===== src/rtl/movegen_sequencer.sv =====
// movegen_sequencer
//   Drives one move-generation pass over the 64-square array for the side to
//   move. Own-piece squares are strobed one at a time, in ascending index
//   order, through a one-hot emit_move. The target vector the array returns is
//   captured and then serialised into a (from, to) move stream using a
//   valid/ready handshake.
//
//   Optional build macro: MOVEGEN_SEQ_PROMO_EN. When it is defined, a pawn move
//   to the last rank is emitted as four moves with m_promo = Q, R, B, N
//   (2, 3, 4, 5). When it is undefined, m_promo is tied to 0.
//
// Ports
//   clk, rst_n         clock; asynchronous active-low reset
//   start, abort       begin a pass (accepted only when idle); cancel a pass
//   i_wtp, i_own       side to move and its occupancy, sampled on start
//   i_pawn             pawn occupancy (either colour), used live
//   emit_move, o_wtp   one-hot source strobe and latched side to move
//   i_target           array target vector, sampled in the emit cycle
//   m_valid/m_ready    move stream handshake
//   m_from, m_to       source and destination square indices
//   m_promo            promotion code (0 = none)
//   busy, done         pass in progress; one-cycle completion pulse
//   move_count         moves accepted this pass (saturating)
module movegen_sequencer #(
  parameter int unsigned CNT_W = 8
) (
  input  logic             clk,
  input  logic             rst_n,
  input  logic             start,
  input  logic             abort,
  input  logic             i_wtp,
  input  logic [63:0]      i_own,
  input  logic [63:0]      i_pawn,
  output logic [63:0]      emit_move,
  output logic             o_wtp,
  input  logic [63:0]      i_target,
  output logic             m_valid,
  input  logic             m_ready,
  output logic [5:0]       m_from,
  output logic [5:0]       m_to,
  output logic [2:0]       m_promo,
  output logic             busy,
  output logic             done,
  output logic [CNT_W-1:0] move_count
);

  typedef enum logic [2:0] {
    S_IDLE,
    S_SELECT,
    S_EMIT,
    S_DRAIN,
    S_DONE
  } state_t;

  state_t             state_q, state_d;
  logic [63:0]        own_q, own_d;
  logic [63:0]        tgt_q, tgt_d;
  logic [63:0]        emit_q, emit_d;
  logic [5:0]         src_q, src_d;
  logic               wtp_q, wtp_d;
  logic [CNT_W-1:0]   cnt_q, cnt_d;
  logic [5:0]         to_idx;
  logic [5:0]         own_idx;
  logic               last_of_dest;

  function automatic logic [5:0] lsb_idx(input logic [63:0] v);
    logic [5:0] idx;
    idx = '0;
    for (int unsigned i = 64; i > 0; i--) begin
      if (v[i-1]) idx = 6'(i - 1);
    end
    return idx;
  endfunction

  assign to_idx  = lsb_idx(tgt_q);
  assign own_idx = lsb_idx(own_q);

`ifdef MOVEGEN_SEQ_PROMO_EN
  logic [1:0] pidx_q, pidx_d;
  logic       is_promo;

  assign is_promo     = i_pawn[src_q] && (wtp_q ? (to_idx >= 6'd56) : (to_idx <= 6'd7));
  // A promotion destination stays pending until its fourth piece code is taken.
  assign last_of_dest = !is_promo || (pidx_q == 2'd3);
  assign m_promo      = (state_q == S_DRAIN && is_promo) ? ({1'b0, pidx_q} + 3'd2) : 3'd0;
`else
  logic unused_pawn;

  assign unused_pawn  = ^i_pawn;
  assign last_of_dest = 1'b1;
  assign m_promo      = 3'd0;
`endif

  always_comb begin
    state_d = state_q;
    own_d   = own_q;
    tgt_d   = tgt_q;
    emit_d  = '0;
    src_d   = src_q;
    wtp_d   = wtp_q;
    cnt_d   = cnt_q;
`ifdef MOVEGEN_SEQ_PROMO_EN
    pidx_d  = pidx_q;
`endif
    if (state_q != S_IDLE && abort) begin
      state_d = S_IDLE;
`ifdef MOVEGEN_SEQ_PROMO_EN
      pidx_d  = '0;
`endif
    end else begin
      case (state_q)
        S_IDLE: begin
          if (start) begin
            own_d   = i_own;
            wtp_d   = i_wtp;
            cnt_d   = '0;
            state_d = S_SELECT;
          end
        end
        S_SELECT: begin
          if (own_q == '0) begin
            state_d = S_DONE;
          end else begin
            src_d   = own_idx;
            own_d   = own_q & (own_q - 64'd1);
            emit_d  = 64'd1 << own_idx;
            state_d = S_EMIT;
          end
        end
        S_EMIT: begin
          tgt_d   = i_target;
          state_d = (i_target != '0) ? S_DRAIN : S_SELECT;
        end
        S_DRAIN: begin
          if (m_ready) begin
            if (cnt_q != '1) cnt_d = cnt_q + CNT_W'(1);
            if (last_of_dest) begin
              tgt_d = tgt_q & (tgt_q - 64'd1);
`ifdef MOVEGEN_SEQ_PROMO_EN
              pidx_d = '0;
`endif
              if ((tgt_q & (tgt_q - 64'd1)) == '0) state_d = S_SELECT;
            end
`ifdef MOVEGEN_SEQ_PROMO_EN
            else begin
              pidx_d = pidx_q + 2'd1;
            end
`endif
          end
        end
        S_DONE:  state_d = S_IDLE;
        default: state_d = S_IDLE;
      endcase
    end
  end

  always_ff @(posedge clk or negedge rst_n) begin
    if (!rst_n) begin
      state_q <= S_IDLE;
      own_q   <= '0;
      tgt_q   <= '0;
      emit_q  <= '0;
      src_q   <= '0;
      wtp_q   <= 1'b0;
      cnt_q   <= '0;
`ifdef MOVEGEN_SEQ_PROMO_EN
      pidx_q  <= '0;
`endif
    end else begin
      state_q <= state_d;
      own_q   <= own_d;
      tgt_q   <= tgt_d;
      emit_q  <= emit_d;
      src_q   <= src_d;
      wtp_q   <= wtp_d;
      cnt_q   <= cnt_d;
`ifdef MOVEGEN_SEQ_PROMO_EN
      pidx_q  <= pidx_d;
`endif
    end
  end

  assign emit_move  = emit_q;
  assign o_wtp      = wtp_q;
  assign m_valid    = (state_q == S_DRAIN);
  assign m_from     = src_q;
  assign m_to       = to_idx;
  assign busy       = (state_q != S_IDLE);
  assign done       = (state_q == S_DONE);
  assign move_count = cnt_q;

endmodule

===== config.mk =====
export PLATFORM = sky130hd
export DESIGN_NAME = movegen_sequencer
export DESIGN_NICKNAME = d
export VERILOG_FILES = /design/src/rtl/movegen_sequencer.sv
export SDC_FILE = /design/constraint.sdc
export NUM_CORES = 1
export LEC_CHECK = 0
export CAP_MARGIN = 20
export CELL_PAD_IN_SITES_DETAIL_PLACEMENT = 1
export CELL_PAD_IN_SITES_GLOBAL_PLACEMENT = 1
export CORE_MARGIN = 2
export CORE_UTILIZATION = 40
export CTS_BUF_LIST = sky130_fd_sc_hd__clkbuf_8 sky130_fd_sc_hd__clkbuf_16
export CTS_CLUSTER_DIAMETER = 40
export DETAILED_ROUTE_END_ITERATION = 8
export GPL_TIMING_DRIVEN = 0
export PLACE_DENSITY_LB_ADDON = 0.1
export SLEW_MARGIN = 30
export SYNTH_ARGS = -nofsm -noshare
export SYNTH_HDL_FRONTEND = slang
export SYNTH_SLANG_ARGS = --single-unit

===== constraint.sdc =====
create_clock -name clk -period 4.8 [get_ports clk]
set_input_delay 0.48 -clock clk [delete_from_list [all_inputs] [get_ports clk]]
set_output_delay 0.48 -clock clk [all_outputs]
set_load 0.01 [all_outputs]

### After elaboration in Yosys (flattened, before gate mapping)

Cells that the tools add are included.

* bits of input ports: 198
* output and inout port bits: 91
* flip-flop bits (word level): 210
* logic and storage cells: 189

* shifts and indexed selects: 1
* equality and inequality tests: 12
* add/sub/neg operators: 3
* multiplexer cells: 147
* reduce and logical (&&, ||, !) cells: 15
* bitwise gates (word level): 4

Operator list (number)
* 6-bit two-way mux: 128
* 64-bit two-way mux: 6
* 64-bit case mux with 2 select lines: 2
* 64-bit bitwise AND: 2
* 64-bit zero test: 2
* 64-bit by 1-bit subtractor with 64-bit output, second input constant: 2
* 64-bit nonzero test: 1
* 1-bit by 6-bit left shift with 64-bit output, first input constant: 1
* 8-bit two-way mux: 3
* 8-bit case mux with 2 select lines: 1
* 3-bit two-way mux: 5
* 3-bit case mux with 4 select lines: 1
* 3-bit AND reduction: 4
* 8-bit by 1-bit adder with 8-bit output, second input constant: 1
* 8-bit inequality test, second input constant: 1
* 3-bit by 2-bit equality test with 1-bit output, second input constant: 2
* 3-bit by 1-bit inequality test with 1-bit output, second input constant: 2
* 2-bit nonzero test: 3
* 5-bit AND reduction: 1
* 2-bit by 1-bit inequality test with 1-bit output, second input constant: 2
* 2-bit inequality test, second input constant: 2
* 4-bit AND reduction: 1
* 3-bit by 1-bit equality test with 1-bit output, second input constant: 1
* 3-bit equality test, second input constant: 1
* other kinds (6): 7

### Logic depth before layout (Yosys ltp)

Gate-level depths: netlist of the first run.

* word-level depth: 68
* depth in mapped cells: 11
* depth with buffers taken out: 8

### Worst setup path after synthesis of the first run

No wires, ideal clock.

* kind: register to register
* from: reg tgt_q[2]
* to: reg state_q[1]
* setup time: 0.121 ns
* required time: 4.679 ns
* stages on the path, launching flop included: 11
* data arrival time: 2.785 ns
* buffers on the path: 2
* path slack: 1.894 ns
* period minus slack after synthesis: 2.906 ns
* cells stage by stage: dfrtp_1 buf_6 or4_4 buf_6 nor4_4 nand3_2 or3_4 maj3_2 nor2_1 o2111ai_1 o22a_1

* longest elaborated chain between the ends: 5

Ends and longest elaborated chain
* start, declared: line 57 `logic [63:0] tgt_q, tgt_d;`
* start signal, assigned: line 172 `tgt_q <= tgt_d;`
* 64-bit by 1-bit subtractor with 64-bit output: line 142 `if ((tgt_q & (tgt_q - 64'd1)) == '0) state_d = S_SELECT;`
* 64-bit bitwise AND (*): line 142
* 64-bit zero test (*): line 142
* 3-bit by 1-bit inequality test with 1-bit output (no source line) (*)
* 3-bit AND reduction (no source line) (*)
* end signal, assigned: line 170 `state_q <= state_d;`
* end, declared: line 55 `state_t state_q, state_d;`

Every way passes the cells marked *; elsewhere a longest branch is shown, timed or not.
A chain may end at the register's enable or synchronous reset.

### Final worst setup path of the first run

* from: reg tgt_q[49]
* to: out m_to[0]

* longest elaborated chain between the ends: 50

Ends and longest elaborated chain
* 6-bit two-way mux (50 in a row): line 70 `if (v[i-1]) idx = 6'(i - 1);`
* end, declared: line 40 `output logic [5:0] m_to,`

No other way between the ends.

==> parameters.txt, run 1 <==
Parameter                              Value

Run status
  Result of the run ... complete, no violations

Synth
  Combinational family with the most area after synthesis ... simple AND/OR/NAND/NOR gates
  Post-synthesis compound-gate area fraction ... 23.8%
  Number of synthesized register bits ... 210
  Synth Area in Adders ... 0.299%
  Post-synthesis mux area share ... 0%
  Warnings from Yosys ... 0
  Sequential share of the synthesized area ... 46.6%
  Number of distinct library cells after synthesis ... 82
  Post-synthesis simple-gate area fraction ... 25.2%
  Count of flip-flops with a built-in enable after synthesis ... 0
  Mean Syn Cell Area ... 8.66 sq um
  Number of instances in the synthesized netlist ... 1303
  Summed instance area of the synthesized netlist ... 11300 sq um
  Post-synthesis async set-or-reset flop share ... 100%
  Main flop type after synthesis ... dfrtp_1
  Post-synthesis xor/xnor area fraction ... 0.388%

STA
  Setup tns final ... 0 ps
  Worst Tran Pin Value ... 947 ps
  RSZ-0062 raised after global routing ... false
  Post-route fraction of the period consumed by the critical path ... 89.2%
  Worst-case headroom to the max-slew limit ... 36.3%
  Final hold slack ... 482 ps
  Final critical-path required period ... 4280 ps
  Fmax achieved ... 0.234 GHz
  Final hold violations ... 0
  Max Clock Skew ... 21.0 ps
  Final number of max-transition violations ... 0
  Final setup fails ... 0

Clock tree
  H-tree depth reported by CTS ... 2
  Clock-pin slew on the worst setup and hold paths ... 50 ps
  Cts bufs inserted ... 36
  Clock network latency to the later pin of the worst-skew pair ... 520 ps
  Sink Count ... 210
  Buffer count from post-CTS setup fixing ... 0
  Buffer depth of the longest clock path ... 3
  Cells resized by post-CTS repair ... 0
  TritonCTS clock tree ... done
  Total of hold buffers inserted after clock tree synthesis ... 1
  Root buf cell ... clkbuf_16

Routing
  Vias per cell ... 6.08
  Router iterations before antenna repair ... 5
  Post-DRT Antenna Nets ... 0
  Aggregate routed wire length ... 45200 um
  Number of violations reported at the end of detailed-routing iteration 0 ... 1023
  Detailed-route wire length per cell ... 22.9 um
  DRC Markers ... 0
  Number of vias after detailed routing ... 11988

Critical path
  Crit-path cells ... clkbuf_1, inv_1, a21oi_1, nor3_1, a211oi_1, o221ai_1, a31oi_1, o41ai_1, a221oi_1, clkdlybuf4s50_1
  Critical Path RT ... 4320 ps
  Startpoint type of the worst setup path ... flop
  Kind of critical path ... reg2out
  Maximum fanout along the worst path ... 8
  Critical path endpoint category ... output port
  Delay of the slowest critical-path stage ... 650 ps
  Signal arrival time at the worst endpoint ... 3800 ps
  Worst setup startpoint ... tgt_q[49]
  Buffers plus inverters on the worst setup path ... 3
  Number of gates on the worst path with buffers counted ... 10
  CP top delay family ... compound AO/OA/AOI/OAI gates
  Length in cells of the worst reg-to-reg path ... 10
  Worst reg2reg startpoint ... own_q[0]
  Cell at the slowest stage of the critical path ... clkdlybuf4s50_1

Cells and area
  Fraction of layout cells with a size suffix above 1 ... 6.21%
  Fillcell total ... 3257
  Most common cell after layout, fill and taps aside ... clkdlybuf4s50_1
  Final net count ... 1766
  Growth of design area from synthesis to finish ... 35.4%
  Highest-count cells in the layout ignoring fill and taps ... clkdlybuf4s50_1 (220), dfrtp_1 (210), nor2_1 (183), nand2_1 (151), o21ai_0 (136)
  Count of non-filler cells in the finished layout ... 1973

Global route
  Number of antenna violations at the first check in global routing ... 2
  Global-route met2 utilization ... 46.8%
  Via count of the first global-routing pass ... 11892
  GR met1 Demand/Resource ... 44.3%
  Most crowded layer after global routing ... met2
  Overall global routing resource usage ... 30.5%
  Wire length of the first global-routing pass ... 69600 um
  Maximum number of pins on one net before global-route repair ... 81
  Overflow left after global routing ... 0
  GR met3 Demand/Resource ... 5.95%

Floorplanning
  Num rows ... 61
  Initial cell density of the core ... 40.6%
  Die width ... 172 um
  Die footprint ... 29600 sq um
  Vertical die dimension ... 172 um
  Number of top-level design ports ... 289
  Floorplan core area ... 27800 sq um

Power and ir drop
  Largest voltage drop on the vdd net ... 365 uV
  Total leakage power ... 6.24 nW
  P per Cell Area ... 631 nW/um^2

Hold path
  Worst Min Path Start ... m_from[2]
  Class of the tightest hold or removal check ... reg2reg
  Worst hold path stage count ... 2

Placement
  DP Wirelength ... 33200 um
  Number of cells after detailed placement ... 1906
  Final Wtd Congestion ... 0.975
  IO buf count ... 221

Job
  Count of max-cap constraint violations ... 0
[path summary, 6_finish.rpt]
check | endpoint | slack [ps]
min | m_from[2] | 480
max in group asynchronous | own_q[31] | 3440
min reg2reg | m_from[2] | 480
max reg2reg | own_q[52] | 740
min in group asynchronous | tgt_q[23] | 530
max | m_to[0] | 520
[cell families after synthesis]
| group | after synthesis |
|---|---|
| AOI/OAI and AO/OA | 401 |
| xor gates and xnor gates | 5 |
| adders and majority gates | 3 |
| buffers and inverters | 102 |
| DFF | 210 |
| other | 1 |
| and+or+nand+nor | 581 |
[power breakdown]
| group | internal [mW] | switching [mW] |
|---|---|---|
| clock | 1.61 | 0.955 |
| combinational | 1.45 | 2.42 |
| sequential | 2.34 | 0.872 |
[tightest hold or removal path: stages (launching register included)]
cell	delay [ps]
dfrtp_1	340
nand2_1	50
o21ai_0	60
[state kept, by name, indices dropped and copies added, names as in the netlist]
name,cells
emit_move,64
m_from,6
move_count,8
o_wtp,1
own_q,64
state_q,3
tgt_q,64
[final cells by class]
cell class	instances	area (sq um)	share of cell area, %
Tap cell	378	473	3.09
Clock inverter	26	254	1.66
Multi-Input combinational cell	993	5650	36.9
Inverter	31	116	0.761
Buffer	71	303	1.98
Timing Repair Buffer	224	2280	14.9
Antenna cell	1	2.50	0.0164
Clock buffer	39	953	6.24
Sequential cell	210	5260	34.4
[synth_stat cells, types with 4 or more instances]
| master | instances | area share (%) |
|---|---|---|
| o31ai_1 | 13 | 0.86 |
| o21ai_0 | 136 | 6.0 |
| a31oi_1 | 13 | 0.72 |
| nor4_1 | 56 | 3.1 |
| xor2_1 | 4 | 0.31 |
| nand2b_1 | 7 | 0.39 |
| o21bai_1 | 4 | 0.27 |
| inv_1 | 30 | 1.0 |
| o32ai_1 | 4 | 0.31 |
| o211ai_1 | 6 | 0.40 |
| and2_1 | 5 | 0.28 |
| or3_1 | 13 | 0.72 |
| nand2_1 | 151 | 5.0 |
| nand4_1 | 15 | 0.83 |
| o21a_1 | 6 | 0.40 |
| dfrtp_1 | 210 | 47 |
| nor3_1 | 50 | 2.2 |
| nor2_1 | 183 | 6.1 |
| o2111ai_1 | 8 | 0.62 |
| o22ai_1 | 4 | 0.22 |
| nand3_1 | 23 | 1.0 |
| o41ai_1 | 4 | 0.31 |
| a21o_1 | 12 | 0.80 |
| or4_1 | 27 | 1.8 |
| a22o_1 | 92 | 7.1 |
| nor2b_1 | 10 | 0.55 |
| a21oi_1 | 56 | 2.5 |
| or2_2 | 5 | 0.28 |
| a211oi_1 | 10 | 0.67 |
| nand3b_1 | 6 | 0.40 |
| clkbuf_1 | 60 | 2.0 |
| a21boi_0 | 5 | 0.33 |
| and3_1 | 6 | 0.33 |
[metal layers]
metal | share of wire, % | vias up
li1 | - | 5357
met1 | 46 | 6034
met2 | 44 | 519
met3 | 7.9 | 76
met4 | 2.2 | 2
met5 | 0.029 | -
[metrics by stage]
step	setup WS [ps]	utilization (%)	area (sq um)	power, mW
after detailed placement	893	50.6	14100	6.94
after global placement	-5670	50.3	14000	6.83
final	519	55.0	15300	9.65
after CTS	670	55.0	15300	9.58
after global routing	400	55.0	15300	10.2
after floorplan	1890	-	11300	5.39
Note: power is estimated with default switching activity, not from simulation.
==> run 2: changes to the inputs <==
--- a/config.mk
+++ b/config.mk
@@ -5,6 +5,7 @@
 export SDC_FILE = /design/constraint.sdc
 export NUM_CORES = 1
 export LEC_CHECK = 0
+export ABC_CLOCK_PERIOD_IN_PS = 4800
 export CAP_MARGIN = 20
 export CELL_PAD_IN_SITES_DETAIL_PLACEMENT = 1
 export CELL_PAD_IN_SITES_GLOBAL_PLACEMENT = 1
==> results of run 2 <==
Same layout as run 1: the final DEF is identical, and so are final timing and power.
